`config.mk`:
```
export PLATFORM = sky130hd
export DESIGN_NAME = pc_issue_unit
export DESIGN_NICKNAME = d
export VERILOG_FILES = /design/src/rtl/pc_issue_unit.sv
export SDC_FILE = /design/constraint.sdc
export NUM_CORES = 1
export LEC_CHECK = 0
export CAP_MARGIN = 25
export CORE_MARGIN = 1
export CORE_UTILIZATION = 29
export DETAILED_ROUTE_END_ITERATION = 8
export PLACE_DENSITY = 0.71
export SYNTH_ARGS = -nofsm -noshare
export SYNTH_HDL_FRONTEND = slang
export SYNTH_SLANG_ARGS = --single-unit
```
`constraint.sdc`:
```
create_clock -name clk -period 1.5 [get_ports clk]
set_clock_uncertainty 0.05 [all_clocks]
set_input_delay 0.225 -clock clk [delete_from_list [all_inputs] [get_ports clk]]
set_output_delay 0.225 -clock clk [all_outputs]
set_load 0.005 [all_outputs]
```
`src/rtl/pc_issue_unit.sv`:
```
// rtl/pc_issue_unit.sv - fetch PC register with valid/ready issue, commit gating and redirect
// Optional PC_ALIGN_CHK_EN traps misaligned targets into HALT instead of truncating them.
module pc_issue_unit #(
  parameter int unsigned DATA_WIDTH = 32,
  parameter logic [DATA_WIDTH-1:0] RESET_VECTOR = 32'h8000_0000,
  parameter int unsigned ILEN_BYTES = 4,
  parameter int unsigned MAX_INFLIGHT = 1,
  localparam int unsigned CNT_W = $clog2(MAX_INFLIGHT + 1)
) (
  input  logic                  clk,
  input  logic                  rst,
  input  logic                  stall,
  output logic                  pc_valid,
  input  logic                  pc_ready,
  output logic [DATA_WIDTH-1:0] pc,
  input  logic                  commit_valid,
  input  logic [DATA_WIDTH-1:0] commit_npc,
  input  logic                  redirect_valid,
  input  logic [DATA_WIDTH-1:0] redirect_pc,
  output logic [CNT_W-1:0]      inflight,
  output logic                  pc_fault
);

  localparam logic [DATA_WIDTH-1:0] LOW_MASK = DATA_WIDTH'(ILEN_BYTES - 1);
  localparam logic [DATA_WIDTH-1:0] ILEN_INC = DATA_WIDTH'(ILEN_BYTES);
  localparam logic [CNT_W-1:0]      MAX_CNT  = CNT_W'(MAX_INFLIGHT);

  typedef enum logic [1:0] {BOOT, ISSUE, WAIT, HALT} state_t;

  state_t                state_q, state_d;
  logic [DATA_WIDTH-1:0] pc_q, pc_d;
  logic                  pc_valid_q, pc_valid_d;
  logic [CNT_W-1:0]      inflight_q, inflight_d;
  logic                  pc_fault_q, pc_fault_d;

  logic                  handshake;
  logic                  commit_take;
  logic [CNT_W-1:0]      cnt_after;
  logic                  redirect_bad;
  logic                  npc_bad;

`ifdef PC_ALIGN_CHK_EN
  assign redirect_bad = (redirect_pc & LOW_MASK) != '0;
  assign npc_bad      = (commit_npc & LOW_MASK) != '0;
`else
  assign redirect_bad = 1'b0;
  assign npc_bad      = 1'b0;
`endif

  always_comb begin
    state_d     = state_q;
    pc_d        = pc_q;
    pc_valid_d  = pc_valid_q;
    inflight_d  = inflight_q;
    pc_fault_d  = pc_fault_q;
    handshake   = pc_valid_q & pc_ready;
    // A commit with nothing outstanding is dropped so the counter cannot underflow.
    commit_take = commit_valid && (inflight_q != '0) && (state_q != HALT);
    cnt_after   = inflight_q + CNT_W'(handshake) - CNT_W'(commit_take);

    if (redirect_valid) begin
      inflight_d = '0;
      if (redirect_bad) begin
        state_d    = HALT;
        pc_d       = redirect_pc;
        pc_valid_d = 1'b0;
        pc_fault_d = 1'b1;
      end else begin
        pc_d       = redirect_pc & ~LOW_MASK;
        pc_fault_d = 1'b0;
        pc_valid_d = !stall;
        state_d    = stall ? WAIT : ISSUE;
      end
    end else begin
      case (state_q)
        BOOT: begin
          if (!stall) begin
            state_d    = ISSUE;
            pc_valid_d = 1'b1;
          end
        end
        ISSUE: begin
          inflight_d = cnt_after;
          if (handshake) begin
            if (MAX_INFLIGHT == 1) begin
              state_d    = WAIT;
              pc_valid_d = 1'b0;
            end else begin
              pc_d = pc_q + ILEN_INC;
              if ((cnt_after == MAX_CNT) || stall) begin
                state_d    = WAIT;
                pc_valid_d = 1'b0;
              end
            end
          end
        end
        WAIT: begin
          inflight_d = cnt_after;
          if ((MAX_INFLIGHT == 1) && commit_take && npc_bad) begin
            state_d    = HALT;
            pc_d       = commit_npc;
            pc_valid_d = 1'b0;
            pc_fault_d = 1'b1;
          end else begin
            if ((MAX_INFLIGHT == 1) && commit_take) begin
              pc_d = commit_npc & ~LOW_MASK;
            end
            if (!stall && (cnt_after < MAX_CNT)) begin
              state_d    = ISSUE;
              pc_valid_d = 1'b1;
            end
          end
        end
        HALT: begin
          pc_valid_d = 1'b0;
        end
      endcase
    end
  end

  always_ff @(posedge clk or posedge rst) begin
    if (rst) begin
      state_q    <= BOOT;
      pc_q       <= RESET_VECTOR;
      pc_valid_q <= 1'b0;
      inflight_q <= '0;
      pc_fault_q <= 1'b0;
    end else begin
      state_q    <= state_d;
      pc_q       <= pc_d;
      pc_valid_q <= pc_valid_d;
      inflight_q <= inflight_d;
      pc_fault_q <= pc_fault_d;
    end
  end

  assign pc       = pc_q;
  assign pc_valid = pc_valid_q;
  assign inflight = inflight_q;
  assign pc_fault = pc_fault_q;

endmodule

```
# After elaboration in Yosys (flattened, before gate mapping)
# Cells that the tools add are included.
totals:
  regBits: 36
  in_bits: 70
  out_inout_bits: 35
  word_cells: 44
classes:
  n_addsub: 2
  n_lt_le_gt_ge: 1
  eq_ne: 7
  muxes: 16
  bitwise_logic: 1
  reduce_logical: 13
op_table:
  columns: ["operator", "n"]
  rows:
  - ["$mux W32", 3]
  - ["$mux W2", 5]
  - ["$ne A3 B3 Y1 const B", 3]
  - ["$mux W1", 6]
  - ["$pmux W2 S3", 1]
  - ["$reduce_bool A2 Y1", 3]
  - ["$eq A2 B2 Y1 const B", 2]
  - ["$pmux W1 S4", 1]
  - ["$reduce_and A4 Y1", 1]
  - ["$reduce_bool A4 Y1", 1]
  - ["$logic_and A1 B1 Y1", 3]
  - ["$reduce_and A3 Y1", 1]
  - ["$eq A2 B1 Y1 const B", 1]
  - ["$logic_not A2 Y1", 1]
  - ["$ne A2 B2 Y1 const B", 1]
  - ["$reduce_and A2 Y1", 1]
  - ["$reduce_or A2 Y1", 1]
  - ["$add A1 B1 Y1", 1]
  - ["$and A1 B1 Y1", 1]
  - ["$logic_not A1 Y1", 1]
  - ["$lt A1 B1 Y1 const B", 1]
  - ["$sub A1 B1 Y1", 1]

# Depth between registers and ports, before layout
# Gate-level depths: netlist (run 1).
depth:
  depth_word: 8
  ltp_mapped: 6

# Worst setup path before layout (run 1)
# Ideal clock, no wire load.
synth_path:
  path_type: "register to register"
  start: "register state_q[0]"
  end: "register state_q[1]"
  setup_ps: 134
  arrival_time_ps: 1386
  path_slack_ps: -70
  path_stages_with_launch: 7
  path_buffers: 0
  period_less_slack_ps: 1570
  path_cell_list: "dfrtp_1 inv_1 ha_1 o21ai_2 o21ai_0 o41ai_2 a21oi_1"
synth_between:
  elab_chain_cells: 7
  word_cells_on_any_way: 15
  classes_between: "1 x add/sub; 1 x order compare; 6 x eq/ne; 2 x mux; 5 x reduce/logical"
synth_lines:
  columns: ["item", "line", "rtl"]
  rows:
  - ["from (decl)", "30", "state_t state_q, state_d;"]
  - ["from (signal assigned)", "129", "state_q <= state_d;"]
  - ["$ne A2 B2 Y1", "58", "commit_take = commit_valid && (inflight_q != '0) && (state_q != HALT);"]
  - ["$logic_and A1 B1 Y1", "58", null]
  - ["$sub A1 B1 Y1", "59", "cnt_after = inflight_q + CNT_W'(handshake) - CNT_W'(commit_take);"]
  - ["$lt A1 B1 Y1", "108", "if (!stall && (cnt_after < MAX_CNT)) begin"]
  - ["$logic_and A1 B1 Y1", "108", null]
  - ["$ne A3 B3 Y1 (no line)", null, null]
  - ["$reduce_and A4 Y1 (no line)", null, null]
# Several ways; a longest one is shown, not always the timed one.
# A chain may end at the register's enable or synchronous reset.

# Worst setup path in the final report (run 1)
layout_path:
  start: "register state_q[0]"
  end: "register pc_valid_q, in the netlist pc_valid"
layout_between:
  elab_chain_cells: 7
  word_cells_on_any_way: 15
  classes_between: "1 x add/sub; 1 x order compare; 7 x eq/ne; 2 x mux; 4 x reduce/logical"
layout_lines:
  columns: ["item", "line", "rtl"]
  rows:
  - ["$ne A2 B2 Y1", "58", null]
  - ["$logic_and A1 B1 Y1", "58", null]
  - ["$sub A1 B1 Y1", "59", null]
  - ["$lt A1 B1 Y1", "108", null]
  - ["$logic_and A1 B1 Y1", "108", null]
  - ["$ne A3 B3 Y1 (no line)", null, null]
  - ["$reduce_and A3 Y1 (no line)", null, null]
  - ["to (signal assigned)", "131", "pc_valid_q <= pc_valid_d;"]
  - ["to (decl)", "32", "logic pc_valid_q, pc_valid_d;"]
# Several ways; a longest one is shown, not always the timed one.

==> results.cfg, run 1 <==
[global_routing]
gr-total-overflow = 0
grt_pass1_vias = 1605
antenna_found_initial = 0
track_usage_pct = 14.45
grt_max_degree = 39
grt_pass1_wl_um = 7079

[finish]
diodes = 0
share_of_layout_cells_above_drive_strength_1_pct = 18.47
layout-area-overhead-vs-synth_pct = 75.82
most_common_cell_after_layout_fill_and_taps_aside = sky130_fd_sc_hd__clkdlybuf4s50_1
post_layout_nonfiller_instances = 362
final_design_area_no_fill_um2 = 3139
most-common-layout-cells = sky130_fd_sc_hd__clkdlybuf4s50_1 (94), sky130_fd_sc_hd__dfrtp_1 (32), sky130_fd_sc_hd__mux2i_1 (30)
design.final.nets = 360

[pwr]
power.share.switching_pct = 32.40
pwr-share-comb_pct = 47.6
internal-power_mw = 2.373
power.share.clock_pct = 18.4
power.net_switching_mw = 1.138
powerDensity_nw_per_um2 = 1118
standby_leakage_power_nw = 1.355
power.sequential.fraction_pct = 34.1
peakVddDrop_v = 0.0006604

[logic_synthesis]
post_synth_num_cell_types = 32
synthCells = 174
postSynth.asyncResetShare_pct = 100.0
syn-mean-instance-area_um2 = 10.26
ys_dominant_reg_cell = sky130_fd_sc_hd__dfrtp_1
synth-edff-count = 0
synth_area_um2 = 1785
synth_sequential_area_ratio_pct = 47.72
synth-seq-cells = 34
yosysWarningCount = 0

[clocking]
number_of_buffers_added_by_the_clock_tree_synthesis_step = 5
cts_tree = yes
clk_path_buf_depth = 2
clock_latency_ns = 0.28
cts.sink_count = 34
buffer_cell_driving_the_clock_tree_root = sky130_fd_sc_hd__clkbuf_8
h-tree-depth = 2
cts_hold_buf = 0
clkSlewWorstSetupHoldPaths_ns = 0.07

[placed_design]
dpl.hpwl_um = 3338
placed_cells_incl_taps = 347
post_dp_cell_area_um2 = 2895
port_buffers = 97
gp_congestion = 0.7882

[run_status]
result_of_the_run = complete, but fails checks
violations = negative setup slack

[worst_setup_path]
critical_path.reg2reg.startpoint = state_q[0]
critical_path.n_buffers_inverters = 0
worstSetupEndpointType = flip-flop
critical_path.startpoint_type = flip-flop
timing.rr.end = pc_valid
worstSetupPathType = flip-flop to flip-flop
reg2reg_setup_slack_ns = -0.15
critical_path.top_delay_family = simple AND/OR/NAND/NOR gates
crit_arrival_ns = 1.79
critical_path.max_stage_delay_ns = 0.42
ff2ff_path_depth = 5
crit_path_cell_trace = ha_2 -> and2b_4 -> nor4b_4 -> nor3_1 -> o31ai_2
critical_path_peak_fanout = 5
timing.critical_path.required_ns = 1.64
worst_path_max_delay_cell = sky130_fd_sc_hd__dfrtp_1

[floorplan]
core-area_um2 = 5921
io_pins = 105
initial_core_utilization_pct = 30.16
std_cell_rows = 28
die_w_um = 80.47
design.die.area_um2 = 6475
floorplan.die.height_um = 80.47

[route]
detailroute.via_count = 1674
drc_errors = 0
detailedRoute.firstIterationViolations = 38
routedWlPerCell_um = 12.70
final_antenna_net_count = 0
vias_per_cell = 4.624
detail_route.wirelength_um = 4596
firstDrtPassIters = 4

[sta]
final-max-slew-violation-count = 0
fin_ws_ns = -0.1523
report.final.setup_viol = 33
period_minus_slack_ns = 1.652
final_hold_viol_count = 0
post-route-period-util_pct = 110.2
unrepaired_setup_endpoints_after_global_routing = yes
max_clock_freq_mhz = 605.2

[flow_run]
timing.max_cap.violations = 0

[hold_path]
hold_class = input pin to async pin
-- registers in the layout, indices dropped and copies added, names as in the netlist --
signal,count
inflight,1
pc,30
pc_valid,1
state_q,2
-- cells in the mapped netlist, types with 2 or more instances --
master,count,area (µm²)
sky130_fd_sc_hd__dfrtp_1,33,825.8
sky130_fd_sc_hd__mux2i_1,30,300.3
sky130_fd_sc_hd__nand2_1,30,112.6
sky130_fd_sc_hd__o21ai_0,27,135.1
sky130_fd_sc_hd__buf_2,9,45.04
sky130_fd_sc_hd__o21ai_1,6,30.03
sky130_fd_sc_hd__buf_4,4,30.03
sky130_fd_sc_hd__ha_1,4,50.05
sky130_fd_sc_hd__inv_1,4,15.01
sky130_fd_sc_hd__nor3_1,3,15.01
sky130_fd_sc_hd__a21oi_1,2,10.01
sky130_fd_sc_hd__nand2b_1,2,12.51
-- worst max-delay path by stage --
| stage | from | endpoint | slack (ns) | cells after the start |
|---|---|---|---|---|
| after floorplan | state_q[0] | state_q[1] | 0.004 | 6 |
| after global placement | commit_valid | pc[2] | -0.11 | 5 |
| after detailed placement | commit_valid | pc[5] | -0.14 | 5 |
| after CTS | state_q[0] | state_q[0] | -0.09 | 5 |
| after global routing | state_q[0] | pc_valid | -0.20 | 5 |
| final | state_q[0] | pc_valid | -0.15 | 5 |
-- final cells by class --
type / count / area [µm²]
clock inverters: 2 / 10.01
repair buffers: 116 / 1152
fillers: 585 / 2781
well taps: 75 / 93.84
multi-input cells: 124 / 935.9
inverters: 5 / 21.27
flip-flops and latches: 34 / 853.3
clock buffers: 6 / 72.57
-- layer usage --
metal,global-route usage (%),vias to the layer above,part of all wire (%)
li1,-,826,-
met1,15.60,785,38
met2,26.44,55,53
met3,4.773,8,7.0
met4,4.286,0,1.2
met5,0,-,0
-- kinds of logic after synthesis --
kind of cell             count (synthesis)  synth area share (%)
flip-flops                              34                 47.72
adder cells (fa/ha/maj)                  4                 2.803
multiplexers                            31                 17.45
buffers and inverters                   18                 5.255
AND/OR/NAND/NOR                         41                 10.93
other                                    1                0.2100
AO/OA/AOI/OAI                           45                 15.63
-- power groups by stage --
| stage | sequential (mW) | combinational (mW) | clock [mW] |
|---|---|---|---|
| CTS | 1.18 | 1.47 | 0.667 |
| global placement | 1.19 | 1.26 | 0 |
| detailed placement | 1.20 | 1.29 | 0 |
| floorplan | 1.20 | 0.620 | 0 |
| finish | 1.20 | 1.67 | 0.644 |
| global route | 1.22 | 1.80 | 0.715 |
-- timing repair --
item                                    4_1_cts  5_1_grt
resized for setup                            35       14
pin swaps                                     3        6
setup buffers                                 4        2
endpoints found under the setup margin       36       34
cloned                                        0        1
-- metrics by stage --
| stage | worst slack [ns] | setup TNS [ns] | power [mW] | hold slack (ns) | util (%) |
|---|---|---|---|---|---|
| 3_3_place_gp | -0.1095 | -2.689 | 2.450 | 0.4108 | 48.90 |
| 4_1_cts | -0.09157 | -0.9373 | 3.318 | 0.1977 | 51.42 |
| 2_1_floorplan | 0.003544 | 0 | 1.821 | 0.3159 | - |
| 5_1_grt | -0.2025 | -4.600 | 3.731 | 0.2251 | 53.02 |
| 6_report | -0.1523 | -2.593 | 3.511 | 0.2216 | 53.02 |
| 3_5_place_dp | -0.1383 | -2.948 | 2.492 | 0.4199 | 48.90 |
-- worst register-to-register path, stage by stage (launching register included) --
cell	delay [ns]
sky130_fd_sc_hd__dfrtp_1	0.42
sky130_fd_sc_hd__ha_2	0.20
sky130_fd_sc_hd__and2b_4	0.22
sky130_fd_sc_hd__nor4b_4	0.36
sky130_fd_sc_hd__nor3_1	0.12
sky130_fd_sc_hd__o31ai_2	0.20
(Power assumes the default switching activity.)
==> run 2, diff against run 1 <==
--- a/config.mk
+++ b/config.mk
@@ -10,5 +10,6 @@
 export CORE_UTILIZATION = 29
 export DETAILED_ROUTE_END_ITERATION = 8
-export PLACE_DENSITY = 0.71
+export PLACE_DENSITY = 0.68
+export SKIP_LAST_GASP = 1
 export SYNTH_ARGS = -nofsm -noshare
 export SYNTH_HDL_FRONTEND = slang
==> constraint.sdc (replaced) <==
create_clock -name clk -period 2.05 [get_ports clk]
set_clock_uncertainty 0.05 [all_clocks]
set_input_delay 0.3075 -clock clk [delete_from_list [all_inputs] [get_ports clk]]
set_output_delay 0.3075 -clock clk [all_outputs]
set_load 0.02 [all_outputs]
==> results.cfg, run 2 (same netlist as run 1, synthesis figures left out) <==
[finish]
fin_util_pct = 49.64
ff_latch_area_um2 = 852.1
fill_cells = 579
multiInputGateArea_um2 = 847.1
layout-area-overhead-vs-synth_pct = 64.61
diodes = 0
largest_reg_flops = 30
most_common_cell_after_layout_fill_and_taps_aside = sky130_fd_sc_hd__clkdlybuf4s50_1
most-common-layout-cells = sky130_fd_sc_hd__clkdlybuf4s50_1 (96), sky130_fd_sc_hd__dfrtp_1 (33), sky130_fd_sc_hd__mux2i_1 (30), sky130_fd_sc_hd__nand2_1 (30), sky130_fd_sc_hd__o21ai_0 (27)
share_of_layout_cells_above_drive_strength_1_pct = 8.759
design.final.nets = 347

[worst_setup_path]
critical_path.n_buffers_inverters = 1
timing.critical_path.required_ns = 1.69
critical_path.top_delay_family = buffers and inverters
crit_path_cell_trace = clkdlybuf4s50_1
worstSetupEndpointType = output pin
critical_path.max_stage_delay_ns = 0.66
worstSetupPathType = flip-flop to output pin
critical_path.startpoint_type = flip-flop
crit_arrival_ns = 1.46
worst_path_max_delay_cell = sky130_fd_sc_hd__clkdlybuf4s50_1
critical_path_peak_fanout = 7
setup.worst_path.start = inflight
critical_path.reg2reg.startpoint = state_q[0]

[clocking]
cts_repair_resize_count = 0
cts_hold_buf = 0
h-tree-depth = 2
clock_latency_ns = 0.27
cts_tree = yes
clkSlewWorstSetupHoldPaths_ns = 0.06
number_of_buffers_added_by_the_clock_tree_synthesis_step = 5
cts_setup_buffers = 0
buffer_cell_driving_the_clock_tree_root = sky130_fd_sc_hd__clkbuf_8
clk_path_buf_depth = 2
cts.sink_count = 34

[flow_run]
timing.max_cap.violations = 0

[route]
drc_errors = 0
routedWlPerCell_um = 11.56
vias_per_cell = 4.410
firstDrtPassIters = 4
detail_route.wirelength_um = 4033
final_antenna_net_count = 0
detailroute.via_count = 1539
detailedRoute.firstIterationViolations = 49

[global_routing]
antenna_found_initial = 0
gr-total-overflow = 0
grt_pass1_vias = 1452
grt_max_degree = 35
track_usage_pct = 12.83
grt_pass1_wl_um = 6396

[floorplan]
die_w_um = 80.47
std_cell_rows = 28
io_pins = 105
core-area_um2 = 5921
initial_core_utilization_pct = 30.16
floorplan.die.height_um = 80.47
design.die.area_um2 = 6475

[pwr]
standby_leakage_power_nw = 1.276
powerDensity_nw_per_um2 = 831.6
peakVddDrop_v = 0.0004008

[sta]
fin_worst_hold_slack_ns = 0.2579
post-route-period-util_pct = 88.42
final.setup.tns_ns = 0
final-max-slew-violation-count = 0
period_minus_slack_ns = 1.813
report.final.setup_viol = 0
final_hold_viol_count = 0
unrepaired_setup_endpoints_after_global_routing = no
max_clock_freq_mhz = 551.7

[run_status]
result_of_the_run = finished, final reports clean

[hold_path]
hold_class = input pin to flip-flop
hold_path.startpoint = redirect_valid

[placed_design]
gp_congestion = 0.7495
dpl.hpwl_um = 3198
port_buffers = 97
[run 2: cell types whose count changed in the layout (fill, tap and decap cells not counted), moves of 2 or more]
cell / delta
sky130_fd_sc_hd__inv_1: +2
sky130_fd_sc_hd__o21ai_0: +25
sky130_fd_sc_hd__buf_12: -2
sky130_fd_sc_hd__buf_4: -9
sky130_fd_sc_hd__ha_1: +3
sky130_fd_sc_hd__clkinv_2: -2
sky130_fd_sc_hd__o21ai_2: -2
sky130_fd_sc_hd__clkdlybuf4s50_1: +2
sky130_fd_sc_hd__o21ai_1: -23
sky130_fd_sc_hd__nand2_1: +4
sky130_fd_sc_hd__dlygate4sd2_1: -2
sky130_fd_sc_hd__ha_4: -2
sky130_fd_sc_hd__nand2_2: -4
[run 2: worst reg2reg max path: cells and delay by family (launching register included)]
family / cells / cell delay [ns]
AO/OA/AOI/OAI: 4 / 0.77
flip-flops: 1 / 0.42
adder cells (fa/ha/maj): 1 / 0.32
buffers and inverters: 1 / 0.08
[run 2: area by class of cell]
| type | instances | share of cell area (%) |
|---|---|---|
| Sequential cell | 34 | 28.99 |
| Inverter | 5 | 0.6386 |
| Tap cell | 75 | 3.193 |
| Multi-Input combinational cell | 124 | 28.82 |
| Clock buffer | 7 | 2.937 |
| Clock inverter | 1 | 1.022 |
| Timing Repair Buffer | 103 | 34.40 |
[run 2: routing by layer]
metal / track usage [%] / vias to the layer above / wire, µm / share of wire [%]
met5: 0 / - / 0 / 0
met4: 5.357 / 0 / 55 / 1.4
met1: 15.80 / 679 / 1732 / 43
met3: 3.068 / 4 / 284 / 7.0
met2: 21.27 / 55 / 1961 / 49
li1: - / 801 / - / -
[run 2: path summary, 6_finish.rpt]
kind,slack [ns],cells after the start,to
max,0.24,1,inflight
min,0.26,2,inflight
max reg2reg,0.28,6,state_q[1]
min reg2reg,0.43,2,pc[30]
max in group asynchronous,1.32,3,pc[31]
min in group asynchronous,0.29,3,pc_valid
[run 2: metrics by stage]
step           total power [mW]  instance area, µm²  cells  worst slack [ns]
2_1_floorplan             1.438                1793    176            0.4798
3_3_place_gp              1.820                2823    341            0.2745
3_5_place_dp              1.840                2823    341            0.2618
4_1_cts                   2.474                2939    349            0.2177
5_1_grt                   2.593                2939    349            0.1690
6_report                  2.444                2939    349            0.2373
[run 2: report_power, final]
part / total [mW] / internal [mW] / leakage [nW] / switching [mW]
Combinational: 0.957 / 0.489 / 0.805 / 0.469
Sequential: 0.866 / 0.783 / 0.412 / 0.0829
Clock: 0.620 / 0.396 / 0.0585 / 0.224
==> run 3, diff against run 2 <==
Settings changed: CORE_UTILIZATION 29 to 41, PLACE_DENSITY 0.68 to 0.9, TNS_END_PERCENT set to 5.
==> results.cfg, run 3 (same netlist as run 1, synthesis figures left out) <==
[run_status]
result_of_the_run = finished, final reports clean

[sta]
final_hold_viol_count = 0
unrepaired_setup_endpoints_after_global_routing = no
max_clock_freq_mhz = 548.5
period_minus_slack_ns = 1.823
post-route-period-util_pct = 88.93
final-max-slew-violation-count = 0
report.final.setup_viol = 0
final.setup.tns_ns = 0

[clocking]
cts.sink_count = 34
cts_setup_buffers = 0
cts_hold_buf = 0
number_of_buffers_added_by_the_clock_tree_synthesis_step = 5
clkSlewWorstSetupHoldPaths_ns = 0.07
h-tree-depth = 2
buffer_cell_driving_the_clock_tree_root = sky130_fd_sc_hd__clkbuf_8
clk_path_buf_depth = 2
clock_latency_ns = 0.27
cts_tree = yes
cts_repair_resize_count = 0

[route]
vias_per_cell = 4.901
routedWlPerCell_um = 13.21
firstDrtPassIters = 4
final_antenna_net_count = 0
detailedRoute.firstIterationViolations = 46
detailroute.via_count = 1583
detail_route.wirelength_um = 4268
drc_errors = 0

[worst_setup_path]
critical_path.n_buffers_inverters = 1
worstSetupEndpointType = output pin
critical_path_peak_fanout = 7
crit_path_cell_trace = clkdlybuf4s50_1
crit_arrival_ns = 1.47
critical_path.top_delay_family = buffers and inverters
critical_path.startpoint_type = flip-flop
worstSetupPathType = flip-flop to output pin
worst_path_max_delay_cell = sky130_fd_sc_hd__clkdlybuf4s50_1
timing.critical_path.required_ns = 1.69
critical_path.max_stage_delay_ns = 0.67

[global_routing]
grt_pass1_vias = 1604
busiest_layer = met2
grtUsageMet3_pct = 5.000
grt_max_degree = 49
grt_pass1_wl_um = 6872
antenna_found_initial = 0
gr-total-overflow = 0
track_usage_pct = 19.98
global_route.usage.met2_pct = 37.50
global_route.usage.met1_pct = 21.93

[finish]
most-common-layout-cells = sky130_fd_sc_hd__clkdlybuf4s50_1 (96), sky130_fd_sc_hd__dfrtp_1 (33), sky130_fd_sc_hd__mux2i_1 (30), sky130_fd_sc_hd__nand2_1 (30), sky130_fd_sc_hd__o21ai_0 (27)
diodes = 0
most_common_cell_after_layout_fill_and_taps_aside = sky130_fd_sc_hd__clkdlybuf4s50_1
final_design_area_no_fill_um2 = 2888
layout-area-overhead-vs-synth_pct = 61.74
share_of_layout_cells_above_drive_strength_1_pct = 8.425
largest_reg_flops = 30
design.final.nets = 346

[pwr]
powerDensity_nw_per_um2 = 807.0
power.share.clock_pct = 21.4
internal-power_mw = 1.546
peakVddDrop_v = 0.0004320
pwr-share-comb_pct = 41.2
power.sequential.fraction_pct = 37.3
standby_leakage_power_nw = 1.265
power.net_switching_uw = 784.2
power.share.switching_pct = 33.65

[floorplan]
initial_core_utilization_pct = 43.69
core-area_um2 = 4086
std_cell_rows = 23
floorplan.die.height_um = 67.99
io_pins = 105
die_w_um = 67.99
design.die.area_um2 = 4623

[placed_design]
dpl.hpwl_um = 3353
post_dp_cell_area_um2 = 2796
gp_congestion = 0.8099
port_buffers = 97

[hold_path]
hold_class = input pin to async pin

[flow_run]
timing.max_cap.violations = 0
run 3: metal layers:
metal | vias up | wire (µm)
li1 | 795 | -
met1 | 728 | 1650
met2 | 55 | 2301
met3 | 5 | 276
met4 | 0 | 40
met5 | - | 0
run 3: path summary, 6_finish.rpt:
check	startpoint	to	slack (ns)	depth (start not counted)
min reg2reg	pc[13]	pc[13]	0.43	2
max reg2reg	state_q[0]	state_q[1]	0.28	6
max in group asynchronous	rst	pc[31]	1.24	3
max	inflight	inflight	0.23	1
min in group clk	redirect_valid	inflight	0.38	2
min	rst	pc[22]	0.37	3
run 3: final cells by class:
cell class	count	area (µm²)
tap	50	62.56
timing repair buffer	102	1016
multi-input combinational	124	847.1
inverter	5	18.77
fill	314	1199
sequential	34	852.1
clock buffer	7	86.33
clock inverter	1	5.005
run 3: power by group through the flow:
| stage | clock, mW | combinational (mW) | sequential (mW) |
|---|---|---|---|
| 6_report | 0.500 | 0.961 | 0.870 |
| 5_1_grt | 0.544 | 1.05 | 0.884 |
| 4_1_cts | 0.511 | 0.971 | 0.870 |
| 3_5_place_dp | 0 | 0.971 | 0.884 |
| 3_3_place_gp | 0 | 0.937 | 0.874 |
| 2_1_floorplan | 0 | 0.453 | 0.985 |
run 3: stage by stage:
| stage | power (mW) | setup WS [ns] | hold slack (ns) | cells | utilization, % |
|---|---|---|---|---|---|
| after floorplan | 1.438 | 0.4798 | 0.3984 | 176 | - |
| after global placement | 1.811 | 0.3029 | 0.4105 | 315 | 68.43 |
| after detailed placement | 1.855 | 0.2791 | 0.4217 | 315 | 68.43 |
| after CTS | 2.352 | 0.2235 | 0.3842 | 323 | 70.67 |
| after global routing | 2.482 | 0.1802 | 0.3983 | 323 | 70.67 |
| final | 2.330 | 0.2269 | 0.3735 | 323 | 70.67 |
